<file path="src/rtl/net_msg_pkg.sv">
// Shared definitions for the network message queue: message layout and head FSM states.
package net_msg_pkg;

    localparam int NET_MSG_W     = 122;
    localparam int CPL_LSB       = 120;
    localparam int CPL_W         = 2;
    localparam int TGT_PSO_LSB   = 96;
    localparam int TASK_ID_LSB   = 80;
    localparam int PROC_INDX_LSB = 64;
    localparam int PARAM_LSB     = 32;
    localparam int SRC_PSO_LSB   = 0;

    localparam logic [1:0] ST_IDLE    = 2'd0;
    localparam logic [1:0] ST_PRESENT = 2'd1;
    localparam logic [1:0] ST_GAP     = 2'd2;

    typedef enum logic [1:0] {
        IDLE    = ST_IDLE,
        PRESENT = ST_PRESENT,
        GAP     = ST_GAP
    } head_state_e;

    function automatic logic [CPL_W-1:0] msg_cpl(input logic [NET_MSG_W-1:0] msg);
        return msg[CPL_LSB +: CPL_W];
    endfunction

endpackage

</file>
<file path="src/rtl/net_msg_queue_if.sv">
// Link between the network write side and the messenger read side of the message queue.
interface net_msg_queue_if #(parameter int DEPTH = 8);
    import net_msg_pkg::*;

    logic                     INSTB;
    logic [NET_MSG_W-1:0]     INDATA;
    logic                     INRDY;
    logic                     NETREQ;
    logic [NET_MSG_W-1:0]     NETPARAM;
    logic                     NETMSGRD;
    logic                     OVFL;
    logic [7:0]               DROPCNT;
    logic [$clog2(DEPTH):0]   LEVEL;

    modport master (
        output INSTB, INDATA, NETMSGRD,
        input  INRDY, NETREQ, NETPARAM, OVFL, DROPCNT, LEVEL
    );

    modport slave (
        input  INSTB, INDATA, NETMSGRD,
        output INRDY, NETREQ, NETPARAM, OVFL, DROPCNT, LEVEL
    );

endinterface

</file>
<file path="src/rtl/net_msg_fifo.sv">
// Synchronous show-ahead FIFO; a push while full is taken only when a pop frees a slot at the same edge.
module net_msg_fifo #(
    parameter int DEPTH = 8,
    parameter int WIDTH = 122
) (
    input  logic                   clk,
    input  logic                   rst_n,
    input  logic                   push,
    input  logic                   pop,
    input  logic [WIDTH-1:0]       wdata,
    output logic [WIDTH-1:0]       rdata,
    output logic                   full,
    output logic                   empty,
    output logic [$clog2(DEPTH):0] level
);
    localparam int AW = $clog2(DEPTH);
    localparam logic [AW:0] FULL_LEVEL = (AW+1)'(DEPTH);

    logic [WIDTH-1:0] mem [DEPTH];
    logic [AW-1:0]    wr_ptr;
    logic [AW-1:0]    rd_ptr;
    logic             do_push;
    logic             do_pop;

    assign empty   = (level == '0);
    assign full    = (level == FULL_LEVEL);
    assign do_pop  = pop && !empty;
    assign do_push = push && (!full || do_pop);
    assign rdata   = mem[rd_ptr];

    always_ff @(posedge clk) begin
        if (do_push) begin
            mem[wr_ptr] <= wdata;
        end
    end

    always_ff @(posedge clk or negedge rst_n) begin
        if (!rst_n) begin
            wr_ptr <= '0;
            rd_ptr <= '0;
            level  <= '0;
        end else begin
            if (do_push) begin
                wr_ptr <= wr_ptr + 1'b1;
            end
            if (do_pop) begin
                rd_ptr <= rd_ptr + 1'b1;
            end
            if (do_push && !do_pop) begin
                level <= level + 1'b1;
            end else if (do_pop && !do_push) begin
                level <= level - 1'b1;
            end
        end
    end

endmodule

</file>
<file path="src/rtl/net_msg_queue.sv">
// Network message queue: a FIFO feeding a head register presented to the messenger.
// Define NETQ_PRIORITY_EN to add a 2-entry queue for CPL==0 messages that is served first.
module net_msg_queue #(
    parameter int DEPTH = 8
) (
    input logic             CLK,
    input logic             RESETn,
    net_msg_queue_if.slave  bus
);
    import net_msg_pkg::*;

    localparam int LW = $clog2(DEPTH) + 1;

    head_state_e          state;
    logic [NET_MSG_W-1:0] head;
    logic [NET_MSG_W-1:0] main_rdata;
    logic [NET_MSG_W-1:0] load_data;
    logic [LW-1:0]        main_level;
    logic                 main_full;
    logic                 main_empty;
    logic                 main_push;
    logic                 main_pop;
    logic                 main_drop;
    logic                 prio_empty;
    logic                 prio_drop;
    logic                 head_load;
    logic                 drop;
    logic                 ovfl;
    logic [7:0]           drop_cnt;

    assign head_load = (state == IDLE) && (!main_empty || !prio_empty);

`ifdef NETQ_PRIORITY_EN
    logic                 prio_sel;
    logic                 prio_pop;
    logic                 prio_full;
    logic [NET_MSG_W-1:0] prio_rdata;
    logic [1:0]           unused_prio_level;

    assign prio_sel  = (msg_cpl(bus.INDATA) == 2'd0);
    assign main_push = bus.INSTB && !prio_sel;
    assign prio_pop  = head_load && !prio_empty;
    assign main_pop  = head_load && prio_empty;
    assign load_data = prio_empty ? main_rdata : prio_rdata;
    assign prio_drop = bus.INSTB && prio_sel && prio_full && !prio_pop;

    net_msg_fifo #(.DEPTH(2), .WIDTH(NET_MSG_W)) u_prio_fifo (
        .clk   (CLK),
        .rst_n (RESETn),
        .push  (bus.INSTB && prio_sel),
        .pop   (prio_pop),
        .wdata (bus.INDATA),
        .rdata (prio_rdata),
        .full  (prio_full),
        .empty (prio_empty),
        .level (unused_prio_level)
    );
`else
    assign main_push  = bus.INSTB;
    assign main_pop   = head_load;
    assign load_data  = main_rdata;
    assign prio_empty = 1'b1;
    assign prio_drop  = 1'b0;
`endif

    net_msg_fifo #(.DEPTH(DEPTH), .WIDTH(NET_MSG_W)) u_main_fifo (
        .clk   (CLK),
        .rst_n (RESETn),
        .push  (main_push),
        .pop   (main_pop),
        .wdata (bus.INDATA),
        .rdata (main_rdata),
        .full  (main_full),
        .empty (main_empty),
        .level (main_level)
    );

    assign main_drop = main_push && main_full && !main_pop;
    assign drop      = main_drop || prio_drop;

    // Head only loads from IDLE, so a presented message never changes under the messenger.
    always_ff @(posedge CLK or negedge RESETn) begin
        if (!RESETn) begin
            state <= IDLE;
            head  <= '0;
        end else begin
            case (state)
                IDLE: begin
                    if (head_load) begin
                        head  <= load_data;
                        state <= PRESENT;
                    end
                end
                PRESENT: begin
                    if (bus.NETMSGRD) begin
                        state <= GAP;
                    end
                end
                GAP:     state <= IDLE;
                default: state <= IDLE;
            endcase
        end
    end

    always_ff @(posedge CLK or negedge RESETn) begin
        if (!RESETn) begin
            ovfl     <= 1'b0;
            drop_cnt <= '0;
        end else begin
            ovfl <= drop;
            if (drop && (drop_cnt != 8'hFF)) begin
                drop_cnt <= drop_cnt + 8'd1;
            end
        end
    end

    assign bus.INRDY    = !main_full;
    assign bus.NETREQ   = (state == PRESENT);
    assign bus.NETPARAM = head;
    assign bus.OVFL     = ovfl;
    assign bus.DROPCNT  = drop_cnt;
    assign bus.LEVEL    = main_level;

endmodule

</file>
<file path="src/flat_wrapper.sv">
// flat-port wrapper written by rule: the top's interface ports become plain ports
module net_msg_queue_flat import net_msg_pkg::*;
#(
    parameter int DEPTH = 8
)
  (CLK, RESETn, bus_INSTB, bus_INDATA, bus_NETMSGRD, bus_INRDY, bus_NETREQ, bus_NETPARAM, bus_OVFL, bus_DROPCNT, bus_LEVEL);
  net_msg_queue_if #(.DEPTH(DEPTH)) bus_i ();
  input logic CLK;
  input logic RESETn;
  input wire logic [$bits(bus_i.INSTB)-1:0] bus_INSTB;
  input wire logic [$bits(bus_i.INDATA)-1:0] bus_INDATA;
  input wire logic [$bits(bus_i.NETMSGRD)-1:0] bus_NETMSGRD;
  output wire logic [$bits(bus_i.INRDY)-1:0] bus_INRDY;
  output wire logic [$bits(bus_i.NETREQ)-1:0] bus_NETREQ;
  output wire logic [$bits(bus_i.NETPARAM)-1:0] bus_NETPARAM;
  output wire logic [$bits(bus_i.OVFL)-1:0] bus_OVFL;
  output wire logic [$bits(bus_i.DROPCNT)-1:0] bus_DROPCNT;
  output wire logic [$bits(bus_i.LEVEL)-1:0] bus_LEVEL;
  assign bus_i.INSTB = bus_INSTB;
  assign bus_i.INDATA = bus_INDATA;
  assign bus_i.NETMSGRD = bus_NETMSGRD;
  assign bus_INRDY = bus_i.INRDY;
  assign bus_NETREQ = bus_i.NETREQ;
  assign bus_NETPARAM = bus_i.NETPARAM;
  assign bus_OVFL = bus_i.OVFL;
  assign bus_DROPCNT = bus_i.DROPCNT;
  assign bus_LEVEL = bus_i.LEVEL;
  net_msg_queue #(.DEPTH(DEPTH)) u_core (.CLK(CLK), .RESETn(RESETn), .bus(bus_i));
endmodule
</file>
<file path="config.mk">
export PLATFORM = sky130hd
export DESIGN_NAME = net_msg_queue_flat
export DESIGN_NICKNAME = d
export VERILOG_FILES = /design/src/rtl/net_msg_pkg.sv /design/src/rtl/net_msg_queue_if.sv /design/src/rtl/net_msg_fifo.sv /design/src/rtl/net_msg_queue.sv /design/src/flat_wrapper.sv
export SDC_FILE = /design/constraint.sdc
export NUM_CORES = 1
export LEC_CHECK = 0
export CORE_AREA = 10 10 277 279
export DETAILED_ROUTE_END_ITERATION = 10
export DIE_AREA = 0 0 287 289
export GPL_TIMING_DRIVEN = 0
export PLACE_DENSITY = 0.78
export SETUP_SLACK_MARGIN = 0.1
export SLEW_MARGIN = 10
export SYNTH_ARGS = -nofsm -noshare
export SYNTH_HDL_FRONTEND = slang
export SYNTH_HIERARCHICAL = 1
export SYNTH_SLANG_ARGS = --single-unit
export TNS_END_PERCENT = 10
</file>
<file path="constraint.sdc">
create_clock -name CLK -period 23.3 [get_ports CLK]
set_input_delay 2.33 -clock CLK [delete_from_list [all_inputs] [get_ports CLK]]
set_output_delay 2.33 -clock CLK [all_outputs]
set_load 0.01 [all_outputs]
</file>
Word-level counts from Yosys, hierarchy flattened
Memory sizes are Yosys's and may differ from the RTL's. A register that Yosys moved wholly into a read port is not among the register bits.
Cells that the tools add are included.
Widths: inputs -> output; s select.
- memories: 1
- word-level logic and storage cells: 44
- memory bits (writable): 976
- input port bits: 126
- register bits: 21
- output and inout port bits: 137
- $add $sub $neg: 5
- multiplexer cells: 7
- equal/unequal tests: 5
- reductions and logical operators: 20
- memories (memory ; words ; bits a word ; read ports ; clocked after Yosys merged registers in ; write ports ; RTL line ; source):
    u_core.u_main_fifo.mem ; 8 ; 122 ; 1 ; 1 ; 1 ; net_msg_fifo.sv:19 ; logic [WIDTH-1:0] mem [DEPTH];
- operator list (operator ; count):
    $add 8x1->8 const B ; 1
    $logic_and 1x1->1 ; 8
    $mux 4 ; 2
    $ne 8x8->1 const B ; 1
    $add 3x1->3 const B ; 2
    $logic_not 1->1 ; 6
    $add 4x1->4 const B ; 1
    $eq 4x4->1 const B ; 1
    $logic_not 4->1 ; 1
    $mux 2 ; 2
    $pmux 2 s2 ; 1
    $reduce_and 2->1 ; 2
    $sub 4x1->4 const B ; 1
    $eq 2x1->1 const B ; 1
    $logic_not 2->1 ; 1
    $mux 1 ; 2
    $ne 2x1->1 const B ; 1
    $ne 2x2->1 const B ; 1
    $reduce_bool 2->1 ; 1
    $logic_or 1x1->1 ; 1

Depth between registers and ports, before layout
Gate-level depths: netlist (run 1).
- depth after elaboration: 10
- gate-level depth with buffers: 11
- gate-level depth less buffers: 10

Modules after synthesis
The synthesis (run 1) kept the hierarchy.
- modules (own cells, without submodules) (module ; area each (um^2) ; cells an instance ; times used):
    net_msg_fifo ; 37174.4 ; 1473 ; 1
    net_msg_queue ; 5074.9 ; 307 ; 1

Worst setup path after synthesis (run 1)
No wires, ideal clock.
- path type: input to register
- from: input port bus_INSTB
- to: memory u_core.u_main_fifo.mem[0][0] (enable)
- stages: 2
- setup slack: 8.501 ns
- library setup time: 0.901 ns
- arrival time: 13.898 ns
- path buffers: 0
- data required time: 22.399 ns
- cells stage by stage: o21ai_4 nor4_1
- word-level cells in the longest chain between the ends: 3
- RTL lines (what ; RTL line ; source):
    start, declared ; flat_wrapper.sv:10 ; input wire logic [$bits(bus_i.INSTB)-1:0] bus_INSTB;
    $logic_and 1x1->1 ; net_msg_fifo.sv:28 ; assign do_push = push && (!full || do_pop);
    $mux 1 ; net_msg_fifo.sv:32 ; if (do_push) begin
    $mux 1 (implied by the code) ; net_msg_fifo.sv:33 ; mem[wr_ptr] <= wdata;
    end, declared ; net_msg_fifo.sv:19 ;
No other way between the ends.

Final worst setup path (run 1)
- from: register u_core.u_main_fifo.level[0]
- to: output port bus_INRDY
- word-level cells in the longest chain between the ends: 2
- RTL lines (what ; RTL line ; source):
    start, declared ; net_msg_fifo.sv:14 ; output logic [$clog2(DEPTH):0] level
    start signal, assigned ; net_msg_fifo.sv:50 ; level <= level + 1'b1;
    start signal, assigned ; net_msg_fifo.sv:52 ; level <= level - 1'b1;
    $eq 4x4->1 ; net_msg_fifo.sv:26 ; assign full = (level == FULL_LEVEL);
    via u_core.main_full ; net_msg_queue.sv:19 ; logic main_full;
    $logic_not 1->1 ; net_msg_queue.sv:117 ; assign bus.INRDY = !main_full;
    end, declared ; flat_wrapper.sv:13 ; output wire logic [$bits(bus_i.INRDY)-1:0] bus_INRDY;
The timed path passes the listed nets, and every way through them passes these cells.

==> reports/results.ini, run 1 <==
[power]
power_density_nw_per_um2 = 131
p_leak_nw = 17.2
ir_drop_mv = 0.0842

[timing]
worstMarginPinSlew_ns = 1.03
relSlewSlack_pct = 30.9
skew_ns = 0.0309
slew_viol_final = 0
finalSetupViolations = 0
fin_crit_sh_pct = 20.3
final_hold_viol_count = 0
rsz0062_at_grt = false
setup_ws_ns = 18.56
max_freq_ghz = 0.211
layout_min_cycle_time_ns = 4.74

[route]
wirelength_um = 94300
vias = 20200
drtAntennaViolNets = 0
wire_per_inst_um = 28.4
drt-initial-drc-count = 2054
drt_pre_antenna_iters = 5
vias_per_cell = 6.09
drcViolationCount = 0

[clocking]
postCtsSetupBuffers = 0
cts_tree = built
cts_buffer_depth = 3
cts_root_buf = clkbuf_16
cts_inserted_buffers = 108
clkLatencyLatePin_ns = 0.66
tritoncts_num_sinks = 1119
clkTransAtPathRegs_ns = 0.06
cts_resized = 0
htreeDepth = 3
hold_buffers = 0

[global_routing]
antenna_found_initial = 18
grt_overflow = 0
grt_pass1_vias = 21400
track_usage_pct = 23.0
grt_max_degree = 81
grt_first_pass_wirelength_um = 140000

[floorplanning]
boundaryPins = 263
row_count = 98
core_um2 = 71100
dieArea_um2 = 82900
initial_core_util_pct = 59.4
chipWidth_um = 287
die_h_um = 289

[worst_hold_path]
min_path_type = reg2reg
min-delay-start = u_core/bus.NETPARAM[63]

[yosys]
seq_area_frac_synth_pct = 77.8
syn_inst = 1780
ys_types = 39
ys_seq_elements = 1119
synth-adder-area-share_pct = 0.225
synthMuxAreaShare_pct = 19.8
synth_area_per_cell_um2 = 23.7
synth_top_area_cell = edfxtp_1
synth_xor_area_share_pct = 0.166
async_flop_share_pct = 12.8
netlist.area_leader.share_pct = 69.4
synthSimpleGateAreaFrac_pct = 0.545
synth_ff_type = edfxtp_1
synth_top_family_by_area = multiplexers
synthTopCellsByArea = edfxtp_1, mux4_2, dfrtp_1
synth_compound_area_share_pct = 0.311
ys_warn_count = 6
syn_area_um2 = 42200
synth_fp_nets = 1913
synth_edf_count = 976

[worst_setup_path]
worstPathRequired_ns = 20.97
cp-endpoint = bus_INRDY
crit_type = reg2out
startpoint_type = flip-flop
r2r-end = u_core/u_main_fifo/mem[4][91]
r2r_slack_ns = 18.67
worstPathArrival_ns = 2.41
reg2regPathDepth = 11
crit_fanout = 8
crit_path_end_kind = primary output
crit_start = u_core/u_main_fifo/level[0]
timing.rr.start = u_core/u_main_fifo/level[0]

[final_layout]
final_core_util_pct = 72.0
mostFrequentLayoutCell = edfxtp_1
layout_common_cells = edfxtp_1, clkdlybuf4s50_1, mux4_2
layout.nets = 2399
syn_to_final_growth_pct = 21.1
post_route_cells_drive_above_1_share_pct = 33.7

[placed_design]
dp_hpwl_um = 61000
routabilityCongestion = 0.740
place_ws_ns = 17.89
port_buffers = 262

[flow_run]
cap_viol_max_count = 0

[run_status]
outcome = complete, no violations

## cell families after synthesis
family / count (synthesis)
AND/OR/NAND/NOR: 42
AO/OA/AOI/OAI: 15
multiplexers: 498
adder cells (fa/ha/maj): 7
XOR/XNOR: 8
flip-flops: 1119
buffers and inverters: 91
## worst min path at each step
stage / to / cells after the start
after floorplan: u_core/u_main_fifo/wr_ptr[2] / 1
after global placement: u_core/bus.NETPARAM[57] / 1
after detailed placement: u_core/bus.NETPARAM[76] / 1
after CTS: u_core/bus.NETPARAM[45] / 1
after global routing: u_core/bus.NETPARAM[59] / 1
final: u_core/bus.NETPARAM[63] / 1
## cell type report
cell class	instances	area, um2
well taps	950	1190
flip-flops and latches	1119	32900
fillers	3946	19900
multi-input cells	570	8930
repair buffers	376	3930
plain buffers	82	448
clock buffers	147	3150
inverters	9	33.8
diodes	6	15.0
clock inverters	58	599
## power by group
part | leakage [nW] | internal [mW] | switching [mW]
Clock | 1.86 | 1.07 | 0.734
Combinational | 4.77 | 1.12 | 1.04
Sequential | 10.5 | 2.58 | 0.142
## per-stage QoR
step	setup TNS (ns)	hold WS [ns]	cell area, um2	power (mW)	cells
floorplan	0	0.519	42200	4.11	1780
global placement	-515.47	0.468	46100	4.92	2992
detailed placement	0	0.474	47400	4.93	3106
CTS	0	0.488	51200	6.76	3311
global route	0	0.504	51200	6.97	3316
finish	0	0.482	51200	6.69	3317
## worst max-delay path: stages (launching register included)
cell and delay (ns):
dfrtp_1 0.49, or4b_4 0.62, inv_1 0.11, inv_1 0.04, clkdlybuf4s50_1 0.48
## per-layer routing
| layer | track usage [%] | up-vias | wire length [um] |
|---|---|---|---|
| li1 | - | 8447 | - |
| met1 | 29.8 | 10700 | 36100 |
| met2 | 38.8 | 818 | 48600 |
| met3 | 5.02 | 163 | 6960 |
| met4 | 7.19 | 24 | 2400 |
| met5 | 0 | - | 158 |
## state kept, by name, summed over array words and instances (netlist names)
name	count
u_core/bus.NETPARAM	122
u_core/state	2
u_core/u_main_fifo/rd_ptr	3
u_core/u_main_fifo/level	4
u_core/bus.DROPCNT	8
u_core/bus.OVFL	1
u_core/u_main_fifo/wr_ptr	3
u_core/u_main_fifo/mem	976
## cell usage after synthesis (all sizes together) (5+ instances only)
library cell / instances
nor3: 8
buf: 55
mux4: 244
dfrtp: 143
mux2: 253
edfxtp: 976
nand2: 9
ha: 6
inv: 9
o21ai: 5
xnor2: 7
clkbuf: 27
(Power assumes the default switching activity.)
==> run 2: changes to the inputs <==
--- a/config.mk
+++ b/config.mk
@@ -5,11 +5,11 @@
 export SDC_FILE = /design/constraint.sdc
 export NUM_CORES = 1
 export LEC_CHECK = 0
-export CORE_AREA = 10 10 277 279
+export CORE_AREA = 10 10 294 296
 export DETAILED_ROUTE_END_ITERATION = 10
-export DIE_AREA = 0 0 287 289
+export DIE_AREA = 0 0 304 306
 export GPL_TIMING_DRIVEN = 0
-export PLACE_DENSITY = 0.78
+export PLACE_DENSITY = 0.73
 export SETUP_SLACK_MARGIN = 0.1
 export SLEW_MARGIN = 10
 export SYNTH_ARGS = -nofsm -noshare
==> constraint.sdc (replaced) <==
create_clock -name CLK -period 4.3 [get_ports CLK]
set_input_delay 0.43 -clock CLK [delete_from_list [all_inputs] [get_ports CLK]]
set_output_delay 0.43 -clock CLK [all_outputs]
set_load 0.01 [all_outputs]
==> reports/results.ini, run 2 (synthesis results as in run 1) <==
[global_routing]
track_usage_pct = 20.1  ; -2.9 points
grt_first_pass_wirelength_um = 140000  ; about the same
grt_overflow = 0  ; unchanged
grt_max_degree = 76  ; -6.2%
antenna_found_initial = 29  ; +11
grt_pass1_vias = 21000  ; -1.8%

[timing]
max_freq_ghz = 0.250
relSlewSlack_pct = 31.1  ; +0.19 points
finalSetupViolations = 0  ; unchanged
fin_tns_setup_ns = 0  ; unchanged
worstMarginPinSlew_ns = 1.03  ; -0.00499 ns
final_hold_viol_count = 0  ; unchanged
fin_crit_sh_pct = 92.9
slew_viol_final = 0  ; unchanged
rsz0062_at_grt = false
skew_ns = 0.0286  ; -0.00226 ns
layout_min_cycle_time_ns = 3.99

[worst_setup_path]
crit_fanout = 13  ; +5
path_cells = nor4_4 > nor3_4 > buf_6 > o21ai_4 > nor4_4 > buf_6 > buf_6 > buf_6 > buf_8 > buf_8
startpoint_type = flip-flop
worstPathRequired_ns = 4.66  ; -16.31 ns
worstPathArrival_ns = 4.36  ; +1.95 ns
crit_type = reg2reg
path_depth = 10  ; +6
crit_top_cell = buf_6
reg2regPathDepth = 10  ; -1
crit_path_end_kind = flip-flop
path_buf_inv = 6  ; +3
cp_slowest_cell = nor4_4
crit_family = simple AND/OR/NAND/NOR gates
slowest_delay_ns = 0.80  ; +0.18 ns

[route]
drt_pre_antenna_iters = 6  ; +1
wire_per_inst_um = 27.6  ; -3.0%
wl_met3_um = 6940  ; -0.29%
vias_per_cell = 5.81  ; -4.5%
drt-initial-drc-count = 1575  ; -23%
drtAntennaViolNets = 0  ; unchanged
top_layer = met5
wl_met2_um = 46700  ; -4.0%
vias = 19700  ; -2.4%
wl_met1_um = 37200  ; +2.8%
wirelength_um = 93500  ; -0.80%
drcViolationCount = 0  ; unchanged

[final_layout]
seq_area_um2 = 32900  ; about the same
regMostFlops = u_core/u_main_fifo/mem
largest_register_ffs = 976  ; unchanged
post_route_cells_drive_above_1_share_pct = 32.0  ; -1.7 points
final_area_um2 = 51300  ; +0.32%
multiInputGateArea_um2 = 8980  ; +0.62%
mostFrequentLayoutCell = edfxtp_1
n_fill_cell = 5208  ; +32%
syn_to_final_growth_pct = 21.5
layout.nets = 2362  ; -1.5%
layout_common_cells = edfxtp_1, clkdlybuf4s50_1, mux4_2

[floorplanning]
initial_core_util_pct = 52.6  ; -6.8 points
chipWidth_um = 304  ; +5.9%
boundaryPins = 263  ; unchanged
die_h_um = 306  ; +5.9%
row_count = 104  ; +6.1%
dieArea_um2 = 93000  ; +12%
core_um2 = 80300  ; +13%

[clocking]
cts_tree = built
cts_buffer_depth = 3  ; unchanged
clkLatencyLatePin_ns = 0.67  ; about the same
tritoncts_num_sinks = 1119  ; unchanged
htreeDepth = 3  ; unchanged
cts_inserted_buffers = 108  ; unchanged
cts_root_buf = clkbuf_16
cts_resized = 0  ; unchanged
clkTransAtPathRegs_ns = 0.07  ; about the same
postCtsSetupBuffers = 0  ; unchanged

[placed_design]
port_buffers = 262  ; unchanged
placed_cell_area_um2 = 47700  ; +0.68%
dp_hpwl_um = 61800  ; +1.3%
routabilityCongestion = 0.707  ; -4.5%

[run_status]
outcome = complete, no violations

[power]
ir_drop_mv = 0.415  ; +390%
finalPower_mw = 36.0  ; +440%
power_density_nw_per_um2 = 702  ; +440%
p_leak_nw = 17.0  ; -1.0%

[worst_hold_path]
holdPathStages = 3  ; +2
min_path_type = in2reg

[flow_run]
cap_viol_max_count = 0  ; unchanged

-- run 2: changes by cell type in the layout (fill, tap and decap cells not counted), moves of 9 or more --
cell      change
buf_6        -16
buf_4        -60
buf_8        +31
clkbuf_1     +10
clkinv_2      -9
buf_16       +10
-- run 2: path summary, 6_finish.rpt --
| path | endpoint | slack [ns] | start |
|---|---|---|---|
| min reg2reg | u_core/bus.NETPARAM[33] | 0.48 | u_core/bus.NETPARAM[33] |
| max | u_core/u_main_fifo/mem[0][58] | 0.31 | u_core/u_main_fifo/level[0] |
| max in group asynchronous | u_core/u_main_fifo/level[3] | 3.04 | RESETn |
| min | u_core/state[0] | 0.37 | bus_NETMSGRD |
| max reg2reg | u_core/u_main_fifo/mem[0][58] | 0.31 | u_core/u_main_fifo/level[0] |
| min in group asynchronous | u_core/bus.NETPARAM[62] | 0.39 | RESETn |
-- run 2: routing by layer --
metal	GRT usage [%]	vias to the layer above
met3	5.56	180
met4	6.47	34
met5	0	-
met1	25.6	10500
li1	-	8375
met2	33.2	628
-- run 2: stage by stage --
stage | util (%) | cells | setup slack [ns] | hold WS [ns]
global route | 63.9 | 3389 | 0.149 | 0.365
floorplan | - | 1780 | -1.19 | 0.134
detailed placement | 59.5 | 3178 | 0.241 | 0.474
finish | 63.9 | 3392 | 0.306 | 0.372
global placement | 57.7 | 3102 | -6.02 | 0.468
CTS | 63.9 | 3382 | 0.220 | 0.330
-- run 2: worst register-to-register path, cell delays in order, from the launching register on --
cell,delay (ns)
dfrtp_2,0.49
nor4_4,0.08
nor3_4,0.73
buf_6,0.36
o21ai_4,0.17
nor4_4,0.80
buf_6,0.29
buf_6,0.21
buf_6,0.21
buf_8,0.18
buf_8,0.17
-- run 2: final cells by class --
type                            instances  area share (%)
Multi-Input combinational cell        570            17.5
Sequential cell                      1119            64.1
Inverter                                9          0.0658
Tap cell                             1060            2.58
Clock buffer                          149            5.84
Antenna cell                           10          0.0487
Buffer                                 82           0.885
Clock inverter                         54            1.11
Timing Repair Buffer                  339            7.91
-- run 2: report_power, final --
part           leakage [nW]  switching (mW)  internal, mW  total (mW)
Clock                  1.76            3.90          5.53        9.44
Combinational          4.70            5.67          6.15        11.8
Sequential             10.5           0.782          14.0        14.8
Total                  17.0            10.4          25.7        36.0
-- run 2: repair_timing --
| action | 4_1_cts | 5_1_grt |
|---|---|---|
| hold endpoints to repair | 74 | 0 |
| hold buffers | 1 | 0 |
| endpoints found under the setup margin | 0 | 10 |
==> run 3: changes to the inputs <==
--- a/config.mk
+++ b/config.mk
@@ -5,9 +5,10 @@
 export SDC_FILE = /design/constraint.sdc
 export NUM_CORES = 1
 export LEC_CHECK = 0
-export CORE_AREA = 10 10 294 296
+export CORE_AREA = 10 10 260 312
 export DETAILED_ROUTE_END_ITERATION = 10
-export DIE_AREA = 0 0 304 306
+export DIE_AREA = 0 0 270 322
+export DONT_BUFFER_PORTS = 1
 export GPL_TIMING_DRIVEN = 0
 export PLACE_DENSITY = 0.73
 export SETUP_SLACK_MARGIN = 0.1
==> reports/results.ini, run 3 (synthesis results as in run 1) <==
[run_status]
outcome = complete, no violations

[timing]
layout_min_cycle_time_ns = 3.94  ; -0.0573 ns
slew_viol_final = 0  ; unchanged
finalSetupViolations = 0  ; unchanged
worstMarginPinSlew_ns = 0.979  ; -0.0470 ns
rsz0062_at_grt = false
fin_tns_setup_ns = 0  ; unchanged
fin_crit_sh_pct = 91.5  ; -1.3 points
final_hold_viol_count = 0  ; unchanged
skew_ns = 0.0222  ; -0.00645 ns
max_freq_ghz = 0.254  ; +1.5%
relSlewSlack_pct = 34.8  ; +3.6 points

[final_layout]
layout_common_cells = edfxtp_1, mux4_2, mux2_2
syn_to_final_growth_pct = 18.3
layout.nets = 2227  ; -5.7%
final_core_util_pct = 66.9  ; +2.9 points
post_route_cells_drive_above_1_share_pct = 34.5  ; +2.5 points
mostFrequentLayoutCell = edfxtp_1
largest_register_ffs = 976  ; unchanged
n_fill_cell = 4590  ; -12%
regMostFlops = u_core/u_main_fifo/mem

[global_routing]
grt_overflow = 0  ; unchanged
grt_pass1_vias = 21100  ; +0.12%
grt_max_degree = 144  ; +89%
track_usage_pct = 21.8  ; +1.7 points
antenna_found_initial = 10  ; -66%
grt_first_pass_wirelength_um = 141000  ; +0.21%

[placed_design]
dp_hpwl_um = 59800  ; -3.3%
port_buffers = 0  ; -100%
routabilityCongestion = 0.745  ; +5.4%

[flow_run]
cap_viol_max_count = 0  ; unchanged

[power]
power_density_nw_per_um2 = 700  ; -0.28%
internal_power_mw = 24.8  ; -3.6%
p_seq_share_pct = 43.7  ; +2.7 points
p_leak_nw = 16.5  ; -2.7%
swShare_pct = 29.2  ; +0.49 points
ir_drop_mv = 0.473  ; +14%
p_comb_share_pct = 28.8  ; -4.0 points
power_switching_mw = 10.2  ; -1.2%
pwr-share-clk_pct = 27.5  ; +1.3 points

[worst_hold_path]
min-delay-start = bus_INSTB
holdPathStages = 2  ; -1
min_path_type = in2reg

[worst_setup_path]
timing.rr.start = u_core/u_main_fifo/level[1]
cp_slowest_cell = nor2_4
slowest_delay_ns = 0.70  ; -0.10 ns
r2r_slack_ns = 0.36  ; +0.06 ns
startpoint_type = flip-flop
crit_type = reg2reg
reg2regPathDepth = 9  ; -1
worstPathArrival_ns = 4.31  ; -0.05 ns
crit_fanout = 19  ; +6
path_depth = 9  ; -1
cp-endpoint = u_core/u_main_fifo/mem[5][41]
crit_start = u_core/u_main_fifo/level[1]
crit_top_cell = buf_12
path_cells = nor4_4 > nor3_4 > buf_6 > o211ai_1 > nor2_4 > buf_12 > buf_12 > buf_12 > buf_16
r2r-end = u_core/u_main_fifo/mem[5][41]
crit_path_end_kind = flip-flop
crit_family = simple AND/OR/NAND/NOR gates
worstPathRequired_ns = 4.67  ; about the same
path_buf_inv = 5  ; -1

[floorplanning]
chipWidth_um = 270  ; -11%
boundaryPins = 263  ; unchanged
row_count = 110  ; +5.8%
initial_core_util_pct = 56.5  ; +3.9 points
core_um2 = 74700  ; -6.9%
dieArea_um2 = 86900  ; -6.5%
die_h_um = 322  ; +5.2%

[route]
drtAntennaViolNets = 0  ; unchanged
drt_pre_antenna_iters = 5  ; -1
vias = 19300  ; -2.2%
drt-initial-drc-count = 1673  ; +6.2%
wire_per_inst_um = 29.1  ; +5.7%
drcViolationCount = 0  ; unchanged
wirelength_um = 93200  ; -0.38%
vias_per_cell = 6.03  ; +3.8%

[clocking]
cts_inserted_buffers = 106  ; -1.9%
clkTransAtPathRegs_ns = 0.06  ; about the same
tritoncts_num_sinks = 1119  ; unchanged
cts_root_buf = clkbuf_16
cts_resized = 0  ; unchanged
cts_tree = built
htreeDepth = 3  ; unchanged
clkLatencyLatePin_ns = 0.67  ; about the same
cts_buffer_depth = 3  ; unchanged

run 3: cell count changes in the layout (fill, tap and decap cells not counted), moves of 6 or more:
| cell | previous run | this run |
|---|---|---|
| clkinv_2 | 22 | 16 |
| dlygate4sd3_1 | 1 | 125 |
| diode_2 | 10 | 2 |
| clkinv_1 | 15 | 9 |
| clkdlybuf4s50_1 | 261 | 0 |
run 3: metrics by stage:
step / instances / power (mW) / hold slack [ns] / area, um2 / worst slack [ns]
after floorplan: 1780 / 22.1 / 0.134 / 42300 / -1.19
after global placement: 2788 / 24.9 / 0.142 / 43600 / -5.94
after detailed placement: 2864 / 25.5 / 0.143 / 45000 / 0.178
after CTS: 3191 / 35.4 / 0.0297 / 50000 / 0.162
after global routing: 3197 / 36.6 / 0.0577 / 50000 / 0.185
final: 3197 / 35.0 / 0.0756 / 50000 / 0.364
run 3: cell type report:
type	count	area (um2)	share of cell area (%)
multi-input combinational	570	8980	18.0
buffer	82	454	0.908
inverter	9	33.8	0.0676
sequential	1119	32900	65.8
clock buffer	147	2990	5.98
clock inverter	54	663	1.33
timing repair buffer	206	2710	5.42
antenna	2	5.00	0.0100
tap	1008	1260	2.52
run 3: how the worst min path moves through the flow:
stage / end / slack [ns]
floorplan: u_core/bus.DROPCNT[0] / 0.13
global placement: u_core/bus.NETPARAM[31] / 0.14
detailed placement: u_core/bus.NETPARAM[25] / 0.14
CTS: u_core/bus.OVFL / 0.03
global route: u_core/bus.OVFL / 0.06
finish: u_core/bus.OVFL / 0.08
run 3: power groups by stage:
stage                     Combinational (mW)  Clock [mW]  Sequential (mW)
after detailed placement                9.97           0             15.5
after global placement                  9.16           0             15.7
after floorplan                         6.90           0             15.2
after global routing                    10.8        10.3             15.5
final                                   10.1        9.62             15.3
after CTS                               10.3        9.79             15.3
run 3: metal layers:
layer / wire (um) / GRT usage [%] / up-vias
li1: - / - / 8085
met1: 35000 / 26.7 / 10400
met2: 49700 / 38.5 / 689
met3: 6820 / 5.58 / 118
met4: 1560 / 5.10 / 12
met5: 80 / 0 / -
run 3: what timing repair did:
action | in CTS | in global routing
hold buffers | 126 | 0
endpoints found under the hold margin | 1123 | 0
setup endpoints to repair | 0 | 12
buffers inserted | 0 | 4
